<file path="config.mk">
export PLATFORM = sky130hd
export DESIGN_NAME = cnu_layer_sequencer
export DESIGN_NICKNAME = d
export VERILOG_FILES = /design/src/rtl/cnu_layer_sequencer_pkg.sv /design/src/rtl/cnu_layer_sequencer_step_counter.sv /design/src/rtl/cnu_layer_sequencer.sv
export SDC_FILE = /design/constraint.sdc
export NUM_CORES = 1
export LEC_CHECK = 0
export BUFFER_PORTS_ARGS = -buffer_cell sky130_fd_sc_hd__buf_2
export CELL_PAD_IN_SITES_DETAIL_PLACEMENT = 0
export CELL_PAD_IN_SITES_GLOBAL_PLACEMENT = 2
export CORE_MARGIN = 4
export CORE_UTILIZATION = 36
export CTS_CLUSTER_DIAMETER = 50
export DETAILED_ROUTE_END_ITERATION = 8
export PLACE_DENSITY = 0.84
export SETUP_SLACK_MARGIN = 0.1
export SYNTH_ARGS = -nofsm -noshare
export SYNTH_HDL_FRONTEND = slang
export SYNTH_HIERARCHICAL = 1
export SYNTH_SLANG_ARGS = --single-unit
</file>
<file path="constraint.sdc">
create_clock -name clk -period 8.1 [get_ports clk]
set_clock_uncertainty 0.05 [all_clocks]
set_input_delay 1.62 -clock clk [delete_from_list [all_inputs] [get_ports clk]]
set_output_delay 1.62 -clock clk [all_outputs]
set_load 0.01 [all_outputs]
</file>
<file path="src/rtl/cnu_layer_sequencer_pkg.sv">
`default_nettype none
// ============================================================================
// Module      : cnu_layer_sequencer_pkg
// Description : Shared types, defaults and width helpers for the CNU layer
//               sequencer.
// Revision    : 1.0
// ============================================================================
package cnu_layer_sequencer_pkg;

    localparam int c_ROW_W    = 27;
    localparam int c_LAYERS   = 4;
    localparam int c_MAX_ITER = 10;
    localparam int c_RD_LAT   = 1;

    typedef enum logic [3:0] {
        ST_IDLE    = 4'd0,
        ST_FETCH   = 4'd1,
        ST_LOAD    = 4'd2,
        ST_TEMP    = 4'd3,
        ST_MIN     = 4'd4,
        ST_REFRESH = 4'd5,
        ST_SAT     = 4'd6,
        ST_RCOMP   = 4'd7,
        ST_QCOMP   = 4'd8,
        ST_WB      = 4'd9,
        ST_CHECK   = 4'd10,
        ST_DONE    = 4'd11
    } seq_state_e;

    typedef struct packed {
        logic mem_rd_en;
        logic mem_wr_en;
        logic load_to_mem;
        logic load_temp;
        logic en_minimun;
        logic refresh_min;
        logic en_saturation;
        logic en_r_compute;
        logic en_q_compute;
    } seq_strobe_t;

    function automatic int max2(input int a, input int b);
        return (a > b) ? a : b;
    endfunction

    // Dwell counter must hold the larger of ROW_W-1 and RD_LAT-1.
    function automatic int step_cnt_width(input int row_w, input int rd_lat);
        return $clog2(max2(row_w, rd_lat) + 1);
    endfunction

endpackage : cnu_layer_sequencer_pkg
`default_nettype wire

</file>
<file path="src/rtl/cnu_layer_sequencer_step_counter.sv">
`default_nettype none
// ============================================================================
// Module      : seq_step_counter
// Description : Loadable down-counter timing the FETCH and MIN dwell periods.
// Revision    : 1.0
// ============================================================================
module seq_step_counter #(
    parameter int WIDTH = 5
) (
    input  logic             clk,
    input  logic             rst,
    input  logic             i_load,
    input  logic [WIDTH-1:0] i_load_val,
    input  logic             i_dec,
    output logic [WIDTH-1:0] o_count,
    output logic             o_zero
);

    logic [WIDTH-1:0] r_count_q;
    logic [WIDTH-1:0] w_count_d;

    always_comb begin
        w_count_d = r_count_q;
        if (i_load) begin
            w_count_d = i_load_val;
        end else if (i_dec && (r_count_q != '0)) begin
            w_count_d = r_count_q - WIDTH'(1);
        end
    end

    always_ff @(posedge clk) begin
        if (rst) begin
            r_count_q <= '0;
        end else begin
            r_count_q <= w_count_d;
        end
    end

    assign o_count = r_count_q;
    assign o_zero  = (r_count_q == '0);

endmodule : seq_step_counter
`default_nettype wire

</file>
<file path="src/rtl/cnu_layer_sequencer.sv">
`default_nettype none
// ============================================================================
// Module      : cnu_layer_sequencer
// Description : Per-layer CNU strobe schedule, LLR memory strobes and
//               layer x iteration loop with syndrome-based early exit.
// Revision    : 1.0
// ============================================================================
module cnu_layer_sequencer
    import cnu_layer_sequencer_pkg::*;
#(
    parameter int ROW_W    = c_ROW_W,
    parameter int LAYERS   = c_LAYERS,
    parameter int MAX_ITER = c_MAX_ITER,
    parameter int RD_LAT   = c_RD_LAT
) (
    input  logic                            clk,
    input  logic                            rst,
    input  logic                            start,
    input  logic                            syn_valid,
    input  logic                            syn_zero,
    output logic                            busy,
    output logic                            done,
    output logic                            success,
    output logic [$clog2(MAX_ITER+1)-1:0]   iter_cnt,
    output logic [$clog2(LAYERS)-1:0]       layer_idx,
    output logic                            mem_rd_en,
    output logic                            mem_wr_en,
    output logic                            load_to_mem,
    output logic                            load_temp,
    output logic                            en_minimun,
    output logic [4:0]                      count_minimun,
    output logic                            refresh_min,
    output logic                            en_saturation,
    output logic                            en_r_compute,
    output logic                            en_q_compute
);

    localparam int IW = $clog2(MAX_ITER + 1);
    localparam int LW = $clog2(LAYERS);
    localparam int CW = step_cnt_width(ROW_W, RD_LAT);

    localparam logic [IW-1:0] c_ITER_LAST  = IW'(MAX_ITER - 1);
    localparam logic [LW-1:0] c_LAYER_LAST = LW'(LAYERS - 1);
    localparam logic [CW-1:0] c_FETCH_LOAD = CW'(RD_LAT - 1);
    localparam logic [CW-1:0] c_MIN_LOAD   = CW'(ROW_W - 1);

    seq_state_e  r_state_q,   w_state_d;
    logic [IW-1:0] r_iter_q,  w_iter_d;
    logic [LW-1:0] r_layer_q, w_layer_d;
    logic        r_success_q, w_success_d;
    logic        r_busy_q,    w_busy_d;
    logic        r_done_q,    w_done_d;
    seq_strobe_t r_strb_q,    w_strb_d;

    logic          w_cnt_load;
    logic [CW-1:0] w_cnt_load_val;
    logic          w_cnt_dec;
    logic [CW-1:0] w_cnt;
    logic          w_cnt_zero;

    seq_step_counter #(
        .WIDTH (CW)
    ) u_step_counter (
        .clk        (clk),
        .rst        (rst),
        .i_load     (w_cnt_load),
        .i_load_val (w_cnt_load_val),
        .i_dec      (w_cnt_dec),
        .o_count    (w_cnt),
        .o_zero     (w_cnt_zero)
    );

    always_comb begin
        w_state_d      = r_state_q;
        w_iter_d       = r_iter_q;
        w_layer_d      = r_layer_q;
        w_success_d    = r_success_q;
        w_cnt_load     = 1'b0;
        w_cnt_load_val = c_FETCH_LOAD;
        w_cnt_dec      = 1'b0;

        case (r_state_q)
            ST_IDLE: begin
                if (start) begin
                    w_iter_d    = '0;
                    w_layer_d   = '0;
                    w_success_d = 1'b0;
                    w_state_d   = ST_FETCH;
                    w_cnt_load  = 1'b1;
                end
            end
            ST_FETCH: begin
                if (w_cnt_zero) begin
                    w_state_d = ST_LOAD;
                end else begin
                    w_cnt_dec = 1'b1;
                end
            end
            ST_LOAD:  w_state_d = ST_TEMP;
            ST_TEMP: begin
                w_state_d      = ST_MIN;
                w_cnt_load     = 1'b1;
                w_cnt_load_val = c_MIN_LOAD;
            end
            ST_MIN: begin
                if (w_cnt_zero) begin
                    w_state_d = ST_REFRESH;
                end else begin
                    w_cnt_dec = 1'b1;
                end
            end
            ST_REFRESH: w_state_d = ST_SAT;
            ST_SAT:     w_state_d = ST_RCOMP;
            ST_RCOMP:   w_state_d = ST_QCOMP;
            ST_QCOMP:   w_state_d = ST_WB;
            ST_WB: begin
                if (r_layer_q != c_LAYER_LAST) begin
                    w_layer_d  = r_layer_q + LW'(1);
                    w_state_d  = ST_FETCH;
                    w_cnt_load = 1'b1;
                end else begin
                    w_state_d = ST_CHECK;
                end
            end
            ST_CHECK: begin
                if (syn_valid) begin
                    if (syn_zero || (r_iter_q == c_ITER_LAST)) begin
                        w_success_d = syn_zero;
                        w_state_d   = ST_DONE;
                    end else begin
                        w_iter_d   = r_iter_q + IW'(1);
                        w_layer_d  = '0;
                        w_state_d  = ST_FETCH;
                        w_cnt_load = 1'b1;
                    end
                end
            end
            ST_DONE:  w_state_d = ST_IDLE;
            default:  w_state_d = ST_IDLE;
        endcase

        // Outputs are decoded from the next state so they register alongside it.
        w_strb_d               = '0;
        w_strb_d.mem_rd_en     = (w_state_d == ST_FETCH) && (r_state_q != ST_FETCH);
        w_strb_d.mem_wr_en     = (w_state_d == ST_WB);
        w_strb_d.load_to_mem   = (w_state_d == ST_LOAD);
        w_strb_d.load_temp     = (w_state_d == ST_TEMP);
        w_strb_d.en_minimun    = (w_state_d == ST_MIN);
        w_strb_d.refresh_min   = (w_state_d == ST_REFRESH);
        w_strb_d.en_saturation = (w_state_d == ST_SAT);
        w_strb_d.en_r_compute  = (w_state_d == ST_RCOMP);
        w_strb_d.en_q_compute  = (w_state_d == ST_QCOMP);
        w_busy_d               = (w_state_d != ST_IDLE);
        w_done_d               = (w_state_d == ST_DONE);
    end

    always_ff @(posedge clk) begin
        if (rst) begin
            r_state_q   <= ST_IDLE;
            r_iter_q    <= '0;
            r_layer_q   <= '0;
            r_success_q <= 1'b0;
            r_busy_q    <= 1'b0;
            r_done_q    <= 1'b0;
            r_strb_q    <= '0;
        end else begin
            r_state_q   <= w_state_d;
            r_iter_q    <= w_iter_d;
            r_layer_q   <= w_layer_d;
            r_success_q <= w_success_d;
            r_busy_q    <= w_busy_d;
            r_done_q    <= w_done_d;
            r_strb_q    <= w_strb_d;
        end
    end

    assign busy          = r_busy_q;
    assign done          = r_done_q;
    assign success       = r_success_q;
    assign iter_cnt      = r_iter_q;
    assign layer_idx     = r_layer_q;
    assign mem_rd_en     = r_strb_q.mem_rd_en;
    assign mem_wr_en     = r_strb_q.mem_wr_en;
    assign load_to_mem   = r_strb_q.load_to_mem;
    assign load_temp     = r_strb_q.load_temp;
    assign en_minimun    = r_strb_q.en_minimun;
    assign refresh_min   = r_strb_q.refresh_min;
    assign en_saturation = r_strb_q.en_saturation;
    assign en_r_compute  = r_strb_q.en_r_compute;
    assign en_q_compute  = r_strb_q.en_q_compute;

    // Search index counts up while the dwell counter counts down.
    assign count_minimun = (r_state_q == ST_MIN) ? 5'(c_MIN_LOAD - w_cnt) : 5'd0;

endmodule : cnu_layer_sequencer
`default_nettype wire

</file>
# After elaboration in Yosys (flattened, before gate mapping)
# Cells that the tools add are included.
[op_classes] add_sub_neg=4 eq_ne=28 muxes=31 reduce_logical=14
[ops] cell="$pmux W4 S11" count=1
[ops] cell="$mux W4" count=9
[ops] cell="$eq A4 B3 Y1 const B" count=8
[ops] cell="$eq A4 B4 Y1 const B" count=7
[ops] cell="$mux W5" count=4
[ops] cell="$eq A4 B2 Y1 const B" count=4
[ops] cell="$ne A2 B2 Y1 const B" count=6
[ops] cell="$mux W1" count=9
[ops] cell="$eq A4 B1 Y1 const B" count=2
[ops] cell="$mux W2" count=4
[ops] cell="$pmux W4 S2" count=1
[ops] cell="$reduce_and A4 Y1" count=2
[ops] cell="$pmux W2 S3" count=1
[ops] cell="$logic_not A5 Y1" count=1
[ops] cell="$reduce_and A5 Y1" count=1
[ops] cell="$reduce_bool A5 Y1" count=1
[ops] cell="$sub A5 B1 Y5 const B" count=1
[ops] cell="$sub A5 B5 Y5 const A" count=1
[ops] cell="$add A4 B1 Y4 const B" count=1
[ops] cell="$logic_not A4 Y1" count=1
[ops] cell="$ne A4 B1 Y1 const B" count=1
[ops] cell="$pmux W1 S4" count=1
[ops] cell="$reduce_bool A2 Y1" count=2
[ops] cell="$reduce_bool A4 Y1" count=1
[ops] cell="other kinds (6)" count=7
[word_totals] ff_bits=27 in_bits=5 out_inout_bits=23 elab_cells=93

# Depth between registers and ports, before layout
[logic_depth] word_depth=7 ltp_mapped=10

# Hierarchy
# The synthesis kept the hierarchy.
[modules_own_cells] mod="cnu_layer_sequencer" n_inst=1 cells_each=144 area_each_um2=1271.2 seq_area_each_um2=440.4
[modules_own_cells] mod="seq_step_counter" n_inst=1 cells_each=37 area_each_um2=326.6 seq_area_each_um2=100.1

# Worst setup path before layout
# Ideal clock, no wire load.
[synth_path] kind="input to register" startpoint="input start" endpoint="register u_step_counter.r_count_q[1], in the netlist u_step_counter/o_count[1]" setup_ps=122 arrival_time_ps=3157 path_slack_ps=4770 cell_stages=6 cell_sequence="or3b_4 -> a211oi_4 -> or3_1 -> clkbuf_1 -> nor3_1 -> a311o_1"
[synth_between] elab_chain_cells=3 elab_cells_between_ends=4 cone_classes="3 x mux; 1 x reduce/logical"
[synth_rtl] element="start, declared" line_no="cnu_layer_sequencer.sv:18" rtl="input logic start,"
[synth_rtl] element="$mux W1 (*)" line_no="cnu_layer_sequencer.sv:84" rtl="if (start) begin"
[synth_rtl] element="$pmux W1 S4 (*)" line_no="cnu_layer_sequencer.sv:82" rtl="case (r_state_q)"
[synth_rtl] element="via w_cnt_load" line_no="cnu_layer_sequencer.sv:55" rtl="logic w_cnt_load;"
[synth_rtl] element="$mux W5 / $reduce_bool A2 Y1 (equally long branches)"
[synth_rtl] element="end signal, assigned" line_no="cnu_layer_sequencer_step_counter.sv:35" rtl="r_count_q <= w_count_d;"
[synth_rtl] element="end, declared" line_no="cnu_layer_sequencer_step_counter.sv:19" rtl="logic [WIDTH-1:0] r_count_q;"
# The timed path passes the listed nets; every way through them passes the cells marked *.
# A chain may end at the register's enable or synchronous reset.

# Final worst setup path
[layout_path] startpoint="register r_state_q[2]" endpoint="output count_minimun[3]"
[layout_between] elab_chain_cells=2
[layout_rtl] element="start, declared" line_no="cnu_layer_sequencer.sv:47" rtl="seq_state_e r_state_q, w_state_d;"
[layout_rtl] element="start signal, assigned" line_no="cnu_layer_sequencer.sv:167" rtl="r_state_q <= w_state_d;"
[layout_rtl] element="$eq A4 B3 Y1" line_no="cnu_layer_sequencer.sv:193" rtl="assign count_minimun = (r_state_q == ST_MIN) ? 5'(c_MIN_LOAD - w_cnt) : 5'd0;"
[layout_rtl] element="$mux W5" line_no="cnu_layer_sequencer.sv:193"
[layout_rtl] element="end, declared" line_no="cnu_layer_sequencer.sv:31" rtl="output logic [4:0] count_minimun,"
# Every way passes these cells.

==> results by group <==
Logic synthesis
  • Post-synth ARST share: 0%
  • Cells after Synth: 181
  • Cell taking the most area after synthesis: dfxtp_1
  • Seq/Total Area, Yosys: 33.8%
  • Yosys top cell area share: 33.8%
  • Main combinational cell family by area after synthesis: simple AND/OR/NAND/NOR gates
  • Avg Cell Area, Syn: 8.83 um2
  • Post-synthesis adder-cell area fraction: 3.92%
  • Cell area after synthesis: 1600 um2
  • Post-synthesis compound-gate area fraction: 23.4%
  • Mux contribution to synthesized area: 2.51%
  • Register bit total from synthesis: 27
  • Synth cell types: 51
  • Number of synthesized flops with an enable pin: 0
  • Synth Flop Type: dfxtp_1
  • Most frequent cells after synthesis: dfxtp_1 (27), nor2_1 (18), a21oi_1 (11), nand2_1 (11), inv_1 (10)
  • Yosys warns: 6
  • Xor and xnor fraction of the mapped netlist area: 2.19%
  • Post-Synth Simple-Gate Area: 28.5%
  • Most frequent cell after synthesis: dfxtp_1
  • Top post-synthesis cells by area: dfxtp_1 (34%), nor2_1 (4.2%), ha_1 (3.9%), nand2b_1 (3.5%), a21oi_1 (3.4%)

Die
  • Starting Density: 38.6%
  • Die area: 5570 um2
  • Chip width: 74.6 um
  • Row count: 23
  • IO Count: 28
  • Core Box Area: 4140 um2
  • Die H: 74.6 um

Critical path
  • Crit-path slowest cell: dfxtp_1
  • Buffers and inverters on the worst path: 1
  • CP max stage delay: 0.66 ns
  • Critical path type: flip-flop to output port
  • CP startpoint kind: flip-flop
  • Max FO, Critical Path: 14
  • Data arrival, critical path: 1.74 ns
  • Req. time, crit path: 6.43 ns
  • Cell breakdown of the critical path: nand2b_1 -> or3_1 -> nor2_1 -> buf_2
  • CP endpoint kind: output port
  • Cell family with most CP delay: flip-flops

Global route
  • Initial antenna violation count: 0
  • Overall Global Routing Usage: 13.8%
  • First-pass GRT wire length: 6.16 mm
  • Vias in the first global route: 1327
  • Largest net degree at the start of global routing: 22
  • Grt ovf: 0

CTS
  • CTS Buf Count: 3
  • Clock Latency Late Sink: 0.27 ns
  • Hold-fix buffers, CTS: 0
  • CTS Sinks: 27
  • Reg clk slew, reported paths: 0.10 ns
  • Longest Clk Path Bufs: 2
  • TritonCTS clock tree: yes
  • H-tree levels: 1
  • Post-CTS Setup Repair Bufs: 0
  • Root buffer cell: clkbuf_8
  • # resized after CTS: 0

Detailed routing
  • Drc violations: 0
  • Antenna viol nets, final: 0
  • Number of DRC markers in iteration 0: 81
  • DR pass1 iterations: 4
  • Vias/cell: 5.62
  • Drt wl/cell: 14.3 um
  • Vias: 1433
  • Total wire length: 3.66 mm

STA
  • Top achievable clock speed: 0.293 GHz
  • Final Hold Fails: 0
  • Setup ws final: 4.69 ns
  • RSZ-0062 raised after global routing: false
  • Final Critical Period: 3.41 ns
  • Final Hold Slack: 0.455 ns
  • Least-Margin Pin Slew: 0.852 ns
  • Final setup violation count: 0
  • Final Slew Violations: 0
  • Slew headroom: 43.2%
  • Final cycle utilization of the critical path: 42.1%
  • Setup TNS Final: 0 ns

Place
  • Area post-placement: 1750 um2
  • Dpl ws: 4.65 ns
  • Placer congestion estimate: 0.796
  • IO Port Bufs: 27
  • DP HPWL: 2.63 mm

Pwr
  • NetSw: 222 uW
  • Power share of the combinational group: 46.1%
  • IR drop worst, VDD: 0.0859 mV
  • Leakage: 0.709 nW
  • PD cells: 279 nW/um2
  • Pint: 279 uW
  • Part of the power in registers: 38.2%
  • Clock power frac: 15.7%
  • Switching part of the total: 44.3%
  • Tot Pwr: 501 uW

Outcome
  • Status: completed

Final layout
  • Syn-to-layout area delta: 12.6%
  • Ratio of cells with drive above 1 in the final layout: 19.5%
  • Antenna cells: 0
  • Final Cell Area: 1800 um2
  • Final net count: 216

Hold path
  • HP Class: flip-flop to flip-flop

Run
  • Max-capacitance violation count: 0
[tightest hold or removal path, delay by kind of cell, from the launching register on]
kind / cells / cell delay (ns)
flip-flops: 1 / 0.35
multiplexers: 1 / 0.05
AND/OR/NAND/NOR: 1 / 0.06
[flip-flops by register name, indices dropped and copies added, names as in the netlist]
name and count:
en_r_compute 1, en_minimun 1, u_step_counter/o_count 5, refresh_min 1, layer_idx 2, iter_cnt 4
load_temp 1, mem_rd_en 1, en_saturation 1, busy 1, done 1, mem_wr_en 1
success 1, en_q_compute 1, load_to_mem 1, r_state_q 4
[final timing paths]
kind	start	end	slack [ns]	depth (start not counted)
max	r_state_q[2]$_SDFF_PP0_	count_minimun[3]	4.69	4
min	iter_cnt[3]$_SDFFE_PP0P_	iter_cnt[3]$_SDFFE_PP0P_	0.46	2
max reg2reg	u_step_counter/o_count[0]$_SDFFE_PP0P_	u_step_counter/o_count[2]$_SDFFE_PP0P_	5.02	9
min reg2reg	iter_cnt[3]$_SDFFE_PP0P_	iter_cnt[3]$_SDFFE_PP0P_	0.46	2
[kinds of logic after synthesis]
family,count (synthesis)
adder cells (fa/ha/maj),5
flip-flops,27
multiplexers,4
XOR/XNOR,4
other,1
AND/OR/NAND/NOR,78
AO/OA/AOI/OAI,44
buffers and inverters,18
[metal layers]
metal  vias up  share of wire (%)  global-route usage (%)
met5         -                  0                       0
met4         0               0.57                    3.56
met3         2                6.7                    2.00
met2        47                 43                    20.8
met1       668                 49                    20.6
li1        716                  -                       -
[power groups by stage]
| stage | Clock, mW | Sequential, mW | Combinational [mW] |
|---|---|---|---|
| 2_1_floorplan | 0 | 0.179 | 0.202 |
| 5_1_grt | 0.0875 | 0.196 | 0.260 |
| 4_1_cts | 0.0832 | 0.190 | 0.232 |
| 3_5_place_dp | 0 | 0.194 | 0.231 |
| 6_report | 0.0786 | 0.191 | 0.231 |
| 3_3_place_gp | 0 | 0.194 | 0.225 |
[cell type report]
type | count | area (um2)
Fill cell | 430 | 2340
Multi-Input combinational cell | 137 | 975
Sequential cell | 27 | 541
Timing Repair Buffer | 27 | 135
Tap cell | 50 | 62.6
Clock buffer | 3 | 41.3
Inverter | 10 | 37.5
Clock inverter | 1 | 7.51
[through the flow]
step,util [%],instances
3_3_place_gp,42.2,251
3_5_place_dp,42.2,251
6_report,43.4,255
2_1_floorplan,-,182
5_1_grt,43.4,255
4_1_cts,43.4,255
[cells in the final DEF (no fill, tap or decap), types with 5 or more instances in the layout]
cell / netlist / layout
ha_1: 5 / 5
a21oi_1: 11 / 11
nor2b_1: 5 / 5
buf_2: 3 / 27
inv_1: 10 / 10
nor3_1: 6 / 6
nor2_1: 18 / 18
nand2_1: 11 / 11
dfxtp_1: 27 / 27
nand2b_1: 9 / 9
(Power assumes the default switching activity.)
